--- src/rtl/wb_arbiter_pkg.sv ---
// Shared definitions for the two-initiator Wishbone round-robin arbiter.
// State encoding and watchdog counter width.
package wb_arbiter_pkg;

    localparam logic ARB_IDLE   = 1'b0;
    localparam logic ARB_BUSY   = 1'b1;
    localparam int   WDOG_WIDTH = 16;

    typedef enum logic {
        ST_IDLE = ARB_IDLE,
        ST_BUSY = ARB_BUSY
    } arb_state_t;

endpackage

--- src/rtl/wb_arb_rr_sel.sv ---
// Round-robin winner selection for two requesters.
// A tie goes to the requester that did not hold the bus last.
module wb_arb_rr_sel (
    input  logic [1:0] req,
    input  logic       last_grant,
    output logic       next_grant,
    output logic       any_req
);

    always_comb begin
        any_req    = |req;
        next_grant = 1'b0;
        case (req)
            2'b01:   next_grant = 1'b0;
            2'b10:   next_grant = 1'b1;
            2'b11:   next_grant = ~last_grant;
            default: next_grant = 1'b0;
        endcase
    end

endmodule

--- src/rtl/wb_arbiter_2x1.sv ---
// Two-initiator Wishbone arbiter: registered round-robin grant held for the whole cyc,
// with an optional stall watchdog that aborts a hung transfer with a one-cycle err.
//
// state | meaning
// IDLE  | no owner; requests are arbitrated, target sees t_cyc=0
// BUSY  | initiator[grant] owns the target until it drops cyc
module wb_arbiter_2x1
    import wb_arbiter_pkg::*;
#(
    parameter int unsigned ADR_WIDTH      = 32,
    parameter int unsigned DAT_WIDTH      = 32,
    parameter int unsigned TIMEOUT_CYCLES = 0
) (
    input  logic                   clock,
    input  logic                   reset_n,

    input  logic [ADR_WIDTH-1:0]   i0_adr,
    input  logic [DAT_WIDTH-1:0]   i0_dat_w,
    input  logic [DAT_WIDTH/8-1:0] i0_sel,
    input  logic                   i0_we,
    input  logic                   i0_cyc,
    input  logic                   i0_stb,
    output logic [DAT_WIDTH-1:0]   i0_dat_r,
    output logic                   i0_ack,
    output logic                   i0_err,

    input  logic [ADR_WIDTH-1:0]   i1_adr,
    input  logic [DAT_WIDTH-1:0]   i1_dat_w,
    input  logic [DAT_WIDTH/8-1:0] i1_sel,
    input  logic                   i1_we,
    input  logic                   i1_cyc,
    input  logic                   i1_stb,
    output logic [DAT_WIDTH-1:0]   i1_dat_r,
    output logic                   i1_ack,
    output logic                   i1_err,

    output logic [ADR_WIDTH-1:0]   t_adr,
    output logic [DAT_WIDTH-1:0]   t_dat_w,
    output logic [DAT_WIDTH/8-1:0] t_sel,
    output logic                   t_we,
    output logic                   t_cyc,
    output logic                   t_stb,
    input  logic [DAT_WIDTH-1:0]   t_dat_r,
    input  logic                   t_ack,
    input  logic                   t_err
);

    localparam logic [WDOG_WIDTH-1:0] WDOG_LAST =
        (TIMEOUT_CYCLES == 0) ? '0 : WDOG_WIDTH'(TIMEOUT_CYCLES - 1);

    arb_state_t            state, state_nxt;
    logic                  grant, grant_nxt;
    logic                  last_grant, last_grant_nxt;
    logic                  wdog_trip, wdog_trip_nxt;
    logic [WDOG_WIDTH-1:0] wdog, wdog_nxt;

    logic [1:0] req;
    logic       sel_grant;
    logic       any_req;
    logic       gnt_cyc;
    logic       gnt_stb;
    logic       resp_ack;
    logic       resp_err;

    assign req     = {i1_cyc & i1_stb, i0_cyc & i0_stb};
    assign gnt_cyc = grant ? i1_cyc : i0_cyc;
    assign gnt_stb = grant ? i1_stb : i0_stb;

    wb_arb_rr_sel u_rr_sel (
        .req        (req),
        .last_grant (last_grant),
        .next_grant (sel_grant),
        .any_req    (any_req)
    );

    always_ff @(posedge clock) begin
        if (!reset_n) begin
            state      <= ST_IDLE;
            grant      <= 1'b0;
            last_grant <= 1'b1;
            wdog       <= '0;
            wdog_trip  <= 1'b0;
        end else begin
            state      <= state_nxt;
            grant      <= grant_nxt;
            last_grant <= last_grant_nxt;
            wdog       <= wdog_nxt;
            wdog_trip  <= wdog_trip_nxt;
        end
    end

    always_comb begin
        state_nxt      = state;
        grant_nxt      = grant;
        last_grant_nxt = last_grant;
        wdog_nxt       = wdog;
        wdog_trip_nxt  = 1'b0;
        case (state)
            ST_IDLE: begin
                wdog_nxt = '0;
                if (any_req) begin
                    grant_nxt = sel_grant;
                    state_nxt = ST_BUSY;
                end
            end
            ST_BUSY: begin
                if (!gnt_cyc) begin
                    state_nxt      = ST_IDLE;
                    last_grant_nxt = grant;
                    wdog_nxt       = '0;
                end else if (wdog_trip || t_ack || t_err) begin
                    wdog_nxt = '0;
                end else if ((TIMEOUT_CYCLES != 0) && t_stb) begin
                    // t_stb is already masked by state/abort, so this is a true stall
                    if (wdog == WDOG_LAST) begin
                        wdog_trip_nxt = 1'b1;
                        wdog_nxt      = '0;
                    end else begin
                        wdog_nxt = wdog + WDOG_WIDTH'(1);
                    end
                end
            end
            default: state_nxt = ST_IDLE;
        endcase
    end

    always_comb begin
        t_adr    = '0;
        t_dat_w  = '0;
        t_sel    = '0;
        t_we     = 1'b0;
        t_cyc    = 1'b0;
        t_stb    = 1'b0;
        resp_ack = 1'b0;
        resp_err = 1'b0;
        if (state == ST_BUSY) begin
            t_adr    = grant ? i1_adr   : i0_adr;
            t_dat_w  = grant ? i1_dat_w : i0_dat_w;
            t_sel    = grant ? i1_sel   : i0_sel;
            t_we     = grant ? i1_we    : i0_we;
            t_cyc    = gnt_cyc & ~wdog_trip;
            t_stb    = gnt_stb & ~wdog_trip;
            // a late ack landing in the abort cycle must not reach the initiator
            resp_ack = t_ack & ~wdog_trip;
            resp_err = t_err | wdog_trip;
        end
        i0_ack = resp_ack & ~grant;
        i0_err = resp_err & ~grant;
        i1_ack = resp_ack & grant;
        i1_err = resp_err & grant;
    end

    assign i0_dat_r = t_dat_r;
    assign i1_dat_r = t_dat_r;

endmodule
--- config.mk ---
export PLATFORM = sky130hd
export DESIGN_NAME = wb_arbiter_2x1
export DESIGN_NICKNAME = d
export VERILOG_FILES = /design/src/rtl/wb_arbiter_pkg.sv /design/src/rtl/wb_arb_rr_sel.sv /design/src/rtl/wb_arbiter_2x1.sv
export SDC_FILE = /design/constraint.sdc
export NUM_CORES = 1
export LEC_CHECK = 0
export BUFFER_PORTS_ARGS = -buffer_cell sky130_fd_sc_hd__buf_2
export CORE_AREA = 5 5 120 122
export DETAILED_ROUTE_END_ITERATION = 10
export DIE_AREA = 0 0 125 127
export PLACE_DENSITY_LB_ADDON = 0.08
export SKIP_LAST_GASP = 1
export SYNTH_ARGS = -nofsm -noshare
export SYNTH_HDL_FRONTEND = slang
export SYNTH_SLANG_ARGS = --single-unit
--- constraint.sdc ---
create_clock -name clock -period 2.3 [get_ports clock]
set_clock_uncertainty 0.15 [all_clocks]
set_input_delay 0.115 -clock clock [delete_from_list [all_inputs] [get_ports clock]]
set_output_delay 0.115 -clock clock [all_outputs]
set_load 0.01 [all_outputs]
# Yosys cells after proc, flatten, opt, wreduce, memory -nomap -nowiden
# Index checks and enable logic that the tools add are counted.
word_totals:
  wordCells: 36
  rom_bits: 0
  output_inout_bits: 139
  reg_bits: 3
  ramBits: 0
  mem_count: 0
  input_bits: 178
  latch_bits: 0
op_classes:
  n_mul: 0
  n_addsub: 0
  shift: 0
  n_bitwise: 10
  magnitude_cmp: 0
  n_eq_ne: 2
  n_div: 0
  reduce_logical: 3
  mux: 18
ops:
  columns: ["cell", "count"]
  rows:
  - ["$mux 32", 4]
  - ["$mux 1", 10]
  - ["$mux 4", 2]
  - ["$and 1x1->1", 6]
  - ["$eq 2x2->1 const B", 2]
  - ["$not 1->1", 4]
  - ["$pmux 1 s2", 2]
  - ["$reduce_and 2->1", 2]
  - ["$reduce_or 2->1", 1]

# Logic depth before layout (Yosys ltp)
# Gate-level depths: netlist (run 1).
depth:
  word_depth: 4
  ltp_mapped: 5
  mapped_depth_nobuf: 3

# Hierarchy
# A second synthesis (run 1) with hierarchy kept.
unflattened:
  hier_cells: 243
  area_unflattened_um2: 1966.9
modules_own_cells:
  columns: ["mod", "instances", "seq_area_each_um2", "cells_per_inst", "area_each_um2"]
  rows:
  - ["wb_arbiter_2x1", 1, 60.1, 241, 1953.1]
  - ["wb_arb_rr_sel", 1, 0.0, 2, 13.8]

# Worst setup path before layout (run 1)
# Ideal clock, no wire load.
synth_path:
  path_kind: "reg-to-output"
  start: "reg grant"
  end: "out t_adr[0]"
  path_slack_ps: 1058
  arrival_time_ps: 977
  t_required_ps: 2035
  path_stages_with_launch: 6
  path_buffers: 3
  cell_sequence: "dfxtp_1 -> buf_4 -> buf_12 -> buf_12 -> mux2i_1 -> nor2_1"
synth_via:
  elab_chain_len: 2
synth_rtl:
  columns: ["item", "line_no", "source"]
  rows:
  - ["start: declaration", "wb_arbiter_2x1.sv:52", "logic grant, grant_nxt;"]
  - ["start signal: assignment", "wb_arbiter_2x1.sv:85", "grant <= grant_nxt;"]
  - ["$mux 32", "wb_arbiter_2x1.sv:137", "t_adr = grant ? i1_adr : i0_adr;"]
  - ["$mux 32", "wb_arbiter_2x1.sv:136", "if (state == ST_BUSY) begin"]
  - ["end: declaration", "wb_arbiter_2x1.sv:37", "output logic [ADR_WIDTH-1:0] t_adr,"]
# Every way passes these cells.

# Worst setup path in the final report (run 1)
layout_path:
  start: "reg state"
  end: "out t_cyc"
layout_via:
  elab_chain_len: 1
layout_rtl:
  columns: ["item", "line_no", "source"]
  rows:
  - ["start: declaration", "wb_arbiter_2x1.sv:51", "arb_state_t state, state_nxt;"]
  - ["start signal: assignment", "wb_arbiter_2x1.sv:84", "state <= state_nxt;"]
  - ["$mux 1", "wb_arbiter_2x1.sv:136", null]
  - ["end: declaration", "wb_arbiter_2x1.sv:41", "output logic t_cyc,"]
# Every way passes these cells.

==> results of run 1 <==
synthesized netlist by cell type:
| cell | instances | area share |
|---|---|---|
| and2_1 | 2 | 0.0070 |
| nor2b_1 | 2 | 0.0070 |
| nand2_1 | 6 | 0.013 |
| nand4_1 | 1 | 0.0035 |
| buf_12 | 4 | 0.045 |
| clkbuf_2 | 1 | 0.0028 |
| buf_2 | 5 | 0.014 |
| o21ai_0 | 1 | 0.0028 |
| buf_4 | 69 | 0.29 |
| clkbuf_1 | 1 | 0.0021 |
| and3_1 | 2 | 0.0070 |
| inv_2 | 1 | 0.0021 |
| buf_1 | 1 | 0.0021 |
| nor2_1 | 71 | 0.15 |
| dfxtp_1 | 3 | 0.034 |
| o22ai_1 | 1 | 0.0035 |
| nand3_1 | 1 | 0.0028 |
| a21oi_1 | 2 | 0.0056 |
| mux2i_1 | 71 | 0.40 |
| o211ai_1 | 1 | 0.0042 |
| o2111ai_1 | 1 | 0.0049 |
placed cells by master (no fill, tap or decap), types with 3 or more instances in the layout:
cell type,n
nor2_1,71
mux2i_1,71
clkbuf_16,3
nand2_1,6
buf_12,3
buf_2,220
cell type report:
cell class,instances,area [µm²],area share
Timing Repair Buffer,224,1170,0.446
Clock buffer,4,78.8,0.0300
Tap cell,176,220,0.0839
Inverter,1,3.75,0.00143
Sequential cell,3,63.8,0.0243
Multi-Input combinational cell,162,1090,0.414
metal layers:
layer / track usage / up-vias / share of wire / wire (µm)
met4: 0.0281 / 0 / 0.028 / 206
met3: 0.0221 / 33 / 0.10 / 731
met1: 0.0768 / 908 / 0.30 / 2200
met2: 0.172 / 128 / 0.57 / 4180
li1: - / 1041 / - / -
met5: 0 / - / 0 / 0
state kept, by name, summed over array words and instances, names as in the netlist:
signal / flops
state: 1
grant: 1
last_grant: 1
final timing paths:
kind / endpoint / cells past startpoint / from
max: t_cyc / 4 / state
min: grant / 3 / i1_cyc
max reg2reg: last_grant / 4 / state
min reg2reg: last_grant / 2 / last_grant
critical path: stages (launching register included):
cell and delay [ps]:
dfxtp_1 450, inv_2 200, buf_12 250, nor2_1 150, buf_2 150
repair_timing:
| item | 4_1_cts | 5_1_grt |
|---|---|---|
| hold buffers | 1 | 0 |
| setup buffers | 0 | 0 |
| endpoints found under the hold margin | 1 | 0 |
kinds of logic after synthesis:
group                  after synthesis  share of synthesized area
AND/OR/NAND/NOR                     85                      0.189
buffers and inverters               82                      0.358
flip-flops                           3                     0.0336
multiplexers                        71                      0.398
AO/OA/AOI/OAI                        6                     0.0210
power breakdown:
part           total (mW)  switching (mW)  internal, mW
sequential         0.0645         0.00803        0.0565
clock               0.275          0.0459         0.229
combinational       0.493           0.242         0.251
==> metrics.yaml, run 1 <==
outcome:
  outcome: "completed"
floorplan:
  chipHeight_um: 127
  core_mm2: 0.0131
  start_util: 0.136
  dieWidth_um: 125
  die_area_mm2: 0.0159
  ios: 317
  std_cell_rows: 42
worst_setup_path:
  start_kind: "flip-flop"
  crit_arrival_ps: 1460
  crit_path_max_fanout: 59
  end_kind: "output port"
  path_class: "flip-flop to output port"
  rrSetupSlack_ps: 780
  cp_data_required_time_ps: 2040
route:
  first_pass_iters: 3
  routed_wirelength_um: 7320
  drtAntennaViolNets: 0
  vias: 2110
  wl_per_cell_um: 12.8
  vias_per_cell: 3.70
  drt-initial-drc-count: 34
  drc: 0
yosys:
  yosysSeqAreaShare: 0.0336
  netlist_area_mm2: 0.00179
  syn_area_per_cell_um2: 7.23
  yosysUniqueCellTypes: 21
  ys_ff_latch: 3
  syn-instance-count: 247
  syn-num-nets: 425
  yosys_warnings: 0
cts:
  clk_pin_slew_ps: 30
  cts_inserted_buffers: 3
  ctsResizeCount: 0
  cts_num_sinks: 3
  cts_tree: "done"
  cts_max_level: 1
  cts-root-buf: "clkbuf_16"
  clk_latency_ps: 220
  clock_path_buffers: 2
sta:
  fin_setup_tns_ps: 0
  holdWs_ps: 13.2
  grt_setup_unrepaired: "false"
  finalWorstSetupSlack_ps: 579
  post-route-min-period_ps: 1720
  tightest_slew_ps: 298
  fmax_ghz: 0.581
  relSlewSlack: 0.801
  setup_violations: 0
  drv_slew: 0
  hold_violations: 0
  fin_crit_sh: 0.748
layout:
  nNetsFinal: 573
  final_core_util: 0.201
  nFillCells: 1507
  final_cells: 570
  area_delta_synth_final_pct: 47.0
  drive_above_1_share: 0.579
  final_area_mm2: 0.00262
  n_antenna_cell: 0
placement:
  place.gp.congestion: 0.789
  dp.final_hpwl_um: 6160
  port-buffer-count: 220
  dpl_cell_area_mm2: 0.00253
  dp_slack_ps: 739
  place_inst: 565
global_route:
  antenna_found_initial: 0
  grt_max_degree: 60
  first_global_vias: 2146
  gr-usage-all-layers: 0.0828
  grt_pass1_wl_um: 10900
  grt-ovfl-total: 0
run:
  maxCapViolations: 0
power_and_ir_drop:
  power_density_mw_per_mm2: 317
  ir_drop_mv: 0.164
  p_total_uw: 832
  power.leakage_nw: 1.42
worst_hold_path:
  hold_class: "input port to flip-flop"
No activity file was read; power rests on OpenSTA's default activity.
==> run 2, diff against run 1 <==
Clock period 2.3 ns to 1.57 ns, I/O delays scaled along.
==> run 2 against run 1 <==
  * First-iteration DRC count increased by 12%
  * Clock-buffer cell count unchanged
  * Register-to-register slack got worse by 550 ps
  * Via count increased by 4.3%
  * Critical path type unchanged
  * Core utilization increased by 2.2 points
  * Sequential power increased by 47%
==> metrics.yaml, run 2 (same netlist as run 1, synthesis figures left out) <==
worst_setup_path:
  crit_buf_inv: 3  # unchanged
  crit_path_max_fanout: 7  # -88%
  end_kind: "output port"
  rrSetupSlack_ps: 230  # -550 ps
  cp_data_required_time_ps: 1340  # -700 ps
  r2r-start: "grant"
  critPathTopFamily: "buffers and inverters"
  path_class: "flip-flop to output port"
  crit_arrival_ps: 1340  # -120 ps
  max_stage_delay_ps: 390  # -60 ps
  start_kind: "flip-flop"
  worst_path_max_delay_cell: "dfxtp_4"
  r2r.worst_path.cells: 6  # +2
  path_cells: "buf_4 -> buf_12 -> mux2i_2 -> nor2_1 -> buf_2"
  r2r-end: "state"
placement:
  place_inst: 567  # +0.35%
  port-buffer-count: 220  # unchanged
  place.gp.congestion: 0.802  # +1.6%
  dp.final_hpwl_um: 6400  # +3.9%
layout:
  nFillCells: 1490  # -1.1%
  final_cells: 586  # +2.8%
  area_delta_synth_final_pct: 63.0
  layout_commonest_cell: "buf_2"
  nNetsFinal: 589  # +2.8%
  n_antenna_cell: 0  # unchanged
  drive_above_1_share: 0.610  # +0.0311
  top_regs: "grant (1), last_grant (1), state (1)"
  final_cell_mix: "220 x buf_2, 71 x nor2_1, 67 x mux2i_1"
power_and_ir_drop:
  power.leakage_nw: 1.56  # +9.7%
  comb_power_share: 0.629  # +0.036
  ir_drop_mv: 0.226  # +38%
  clkPwrFrac: 0.301  # -0.029
  p_seq_frac: 0.070  # -0.007
  p_total_mw: 1.36  # +63%
  p_int_uw: 876  # +63%
  power_density_mw_per_mm2: 466  # +47%
  power_switching_uw: 480  # +62%
  p_sw_frac: 0.354  # -0.00181
floorplan:
  chipHeight_um: 127  # unchanged
  start_util: 0.136  # unchanged
  dieWidth_um: 125  # unchanged
  die_area_mm2: 0.0159  # unchanged
  ios: 317  # unchanged
  std_cell_rows: 42  # unchanged
  core_mm2: 0.0131  # unchanged
sta:
  grt_setup_unrepaired: "true"
  relSlewSlack: 0.830  # +0.0283
  hold_violations: 0  # unchanged
  fmax_ghz: 0.638
  fin_crit_sh: 0.998
  drv_slew: 0  # unchanged
  fin_setup_tns_ps: 0  # unchanged
  post-route-min-period_ps: 1570
  setup_violations: 0  # unchanged
  tightest_slew_ps: 255  # -42.0 ps
cts:
  cts_num_sinks: 3  # unchanged
  cts-root-buf: "clkbuf_16"
  cts_inserted_buffers: 3  # unchanged
  cts_max_level: 1  # unchanged
  clock_path_buffers: 2  # unchanged
  clk_latency_ps: 230  # about the same
  clk_pin_slew_ps: 30  # about the same
  cts_tree: "done"
route:
  vias: 2200  # +4.3%
  first_pass_iters: 4  # +1
  drt-initial-drc-count: 38  # +12%
  drtAntennaViolNets: 0  # unchanged
  vias_per_cell: 3.75  # +1.4%
  drc: 0  # unchanged
  routed_wirelength_um: 8540  # +17%
  wl_per_cell_um: 14.6  # +13%
worst_hold_path:
  hold_class: "input port to output port"
  holdPathEnd: "i0_dat_r[28]"
  worst_hold_startpoint: "t_dat_r[28]"
  worstHoldPathCells: 0  # -3
global_route:
  grt_pass1_wl_um: 11800  # +8.4%
  antenna_found_initial: 0  # unchanged
  gr-usage-all-layers: 0.0902  # +0.00738
  grt-ovfl-total: 0  # unchanged
  first_global_vias: 2235  # +4.1%
  grt_max_degree: 54  # -10%
run:
  maxCapViolations: 0  # unchanged
outcome:
  outcome: "completed"
==> run 2: cell types whose count changed in the layout (fill, tap and decap cells not counted), moves of 2 or more <==
cell,delta
buf_16,+2
buf_4,+5
buf_6,+2
clkbuf_16,+4
mux2i_1,-4
mux2i_2,+4
==> run 2: layout make-up <==
cell class                      count  area (µm²)  area share
Timing Repair Buffer              240        1430       0.492
Sequential cell                     3        65.1      0.0224
Multi-Input combinational cell    162        1110       0.382
Inverter                            1        3.75     0.00129
Clock buffer                        4        78.8      0.0271
Tap cell                          176         220      0.0757
==> run 2: layer usage <==
layer,share of wire,vias up,global-route usage
met4,0.025,0,0.0344
met2,0.55,127,0.183
met5,0,-,0
met3,0.096,34,0.0250
li1,-,1078,-
met1,0.33,961,0.0852
==> run 2: how the worst max path moves through the flow <==
stage                     start           to  slack, ps  depth (start not counted)
final                     grant     t_adr[8]          4                          5
after floorplan           grant     t_adr[0]        360                          5
after detailed placement  grant     t_adr[8]        150                          4
after global placement    grant     t_adr[8]        160                          4
after global routing      grant  t_dat_w[27]        -50                          5
after CTS                 grant    t_adr[25]        -10                          4
==> run 2: power by group through the flow <==
stage	logic, mW	clock network (mW)	registers [mW]
finish	0.853	0.409	0.0950
global route	0.943	0.423	0.0962
CTS	0.778	0.417	0.0956
detailed placement	0.743	0	0.0992
global placement	0.745	0	0.0991
floorplan	0.587	0	0.0854
==> run 2: metrics by stage <==
stage	cell area (µm²)	setup WS [ps]	hold slack [ps]	util
CTS	2700	-11.9	7.10	0.206
global route	2910	-45.4	7.02	0.222
floorplan	1790	364	9.32	-
detailed placement	2550	150	7.10	0.195
finish	2910	3.57	7.00	0.222
global placement	2550	159	7.10	0.195
==> run 2: timing repair <==
item / CTS / global route
endpoints found under the hold margin: 2 / 0
hold buffers: 2 / 0
gates resized for setup: 1 / 15
pin swaps: 0 / 8
gates cloned: 1 / 5
setup endpoints to repair: 51 / 64
setup buffers: 2 / 5
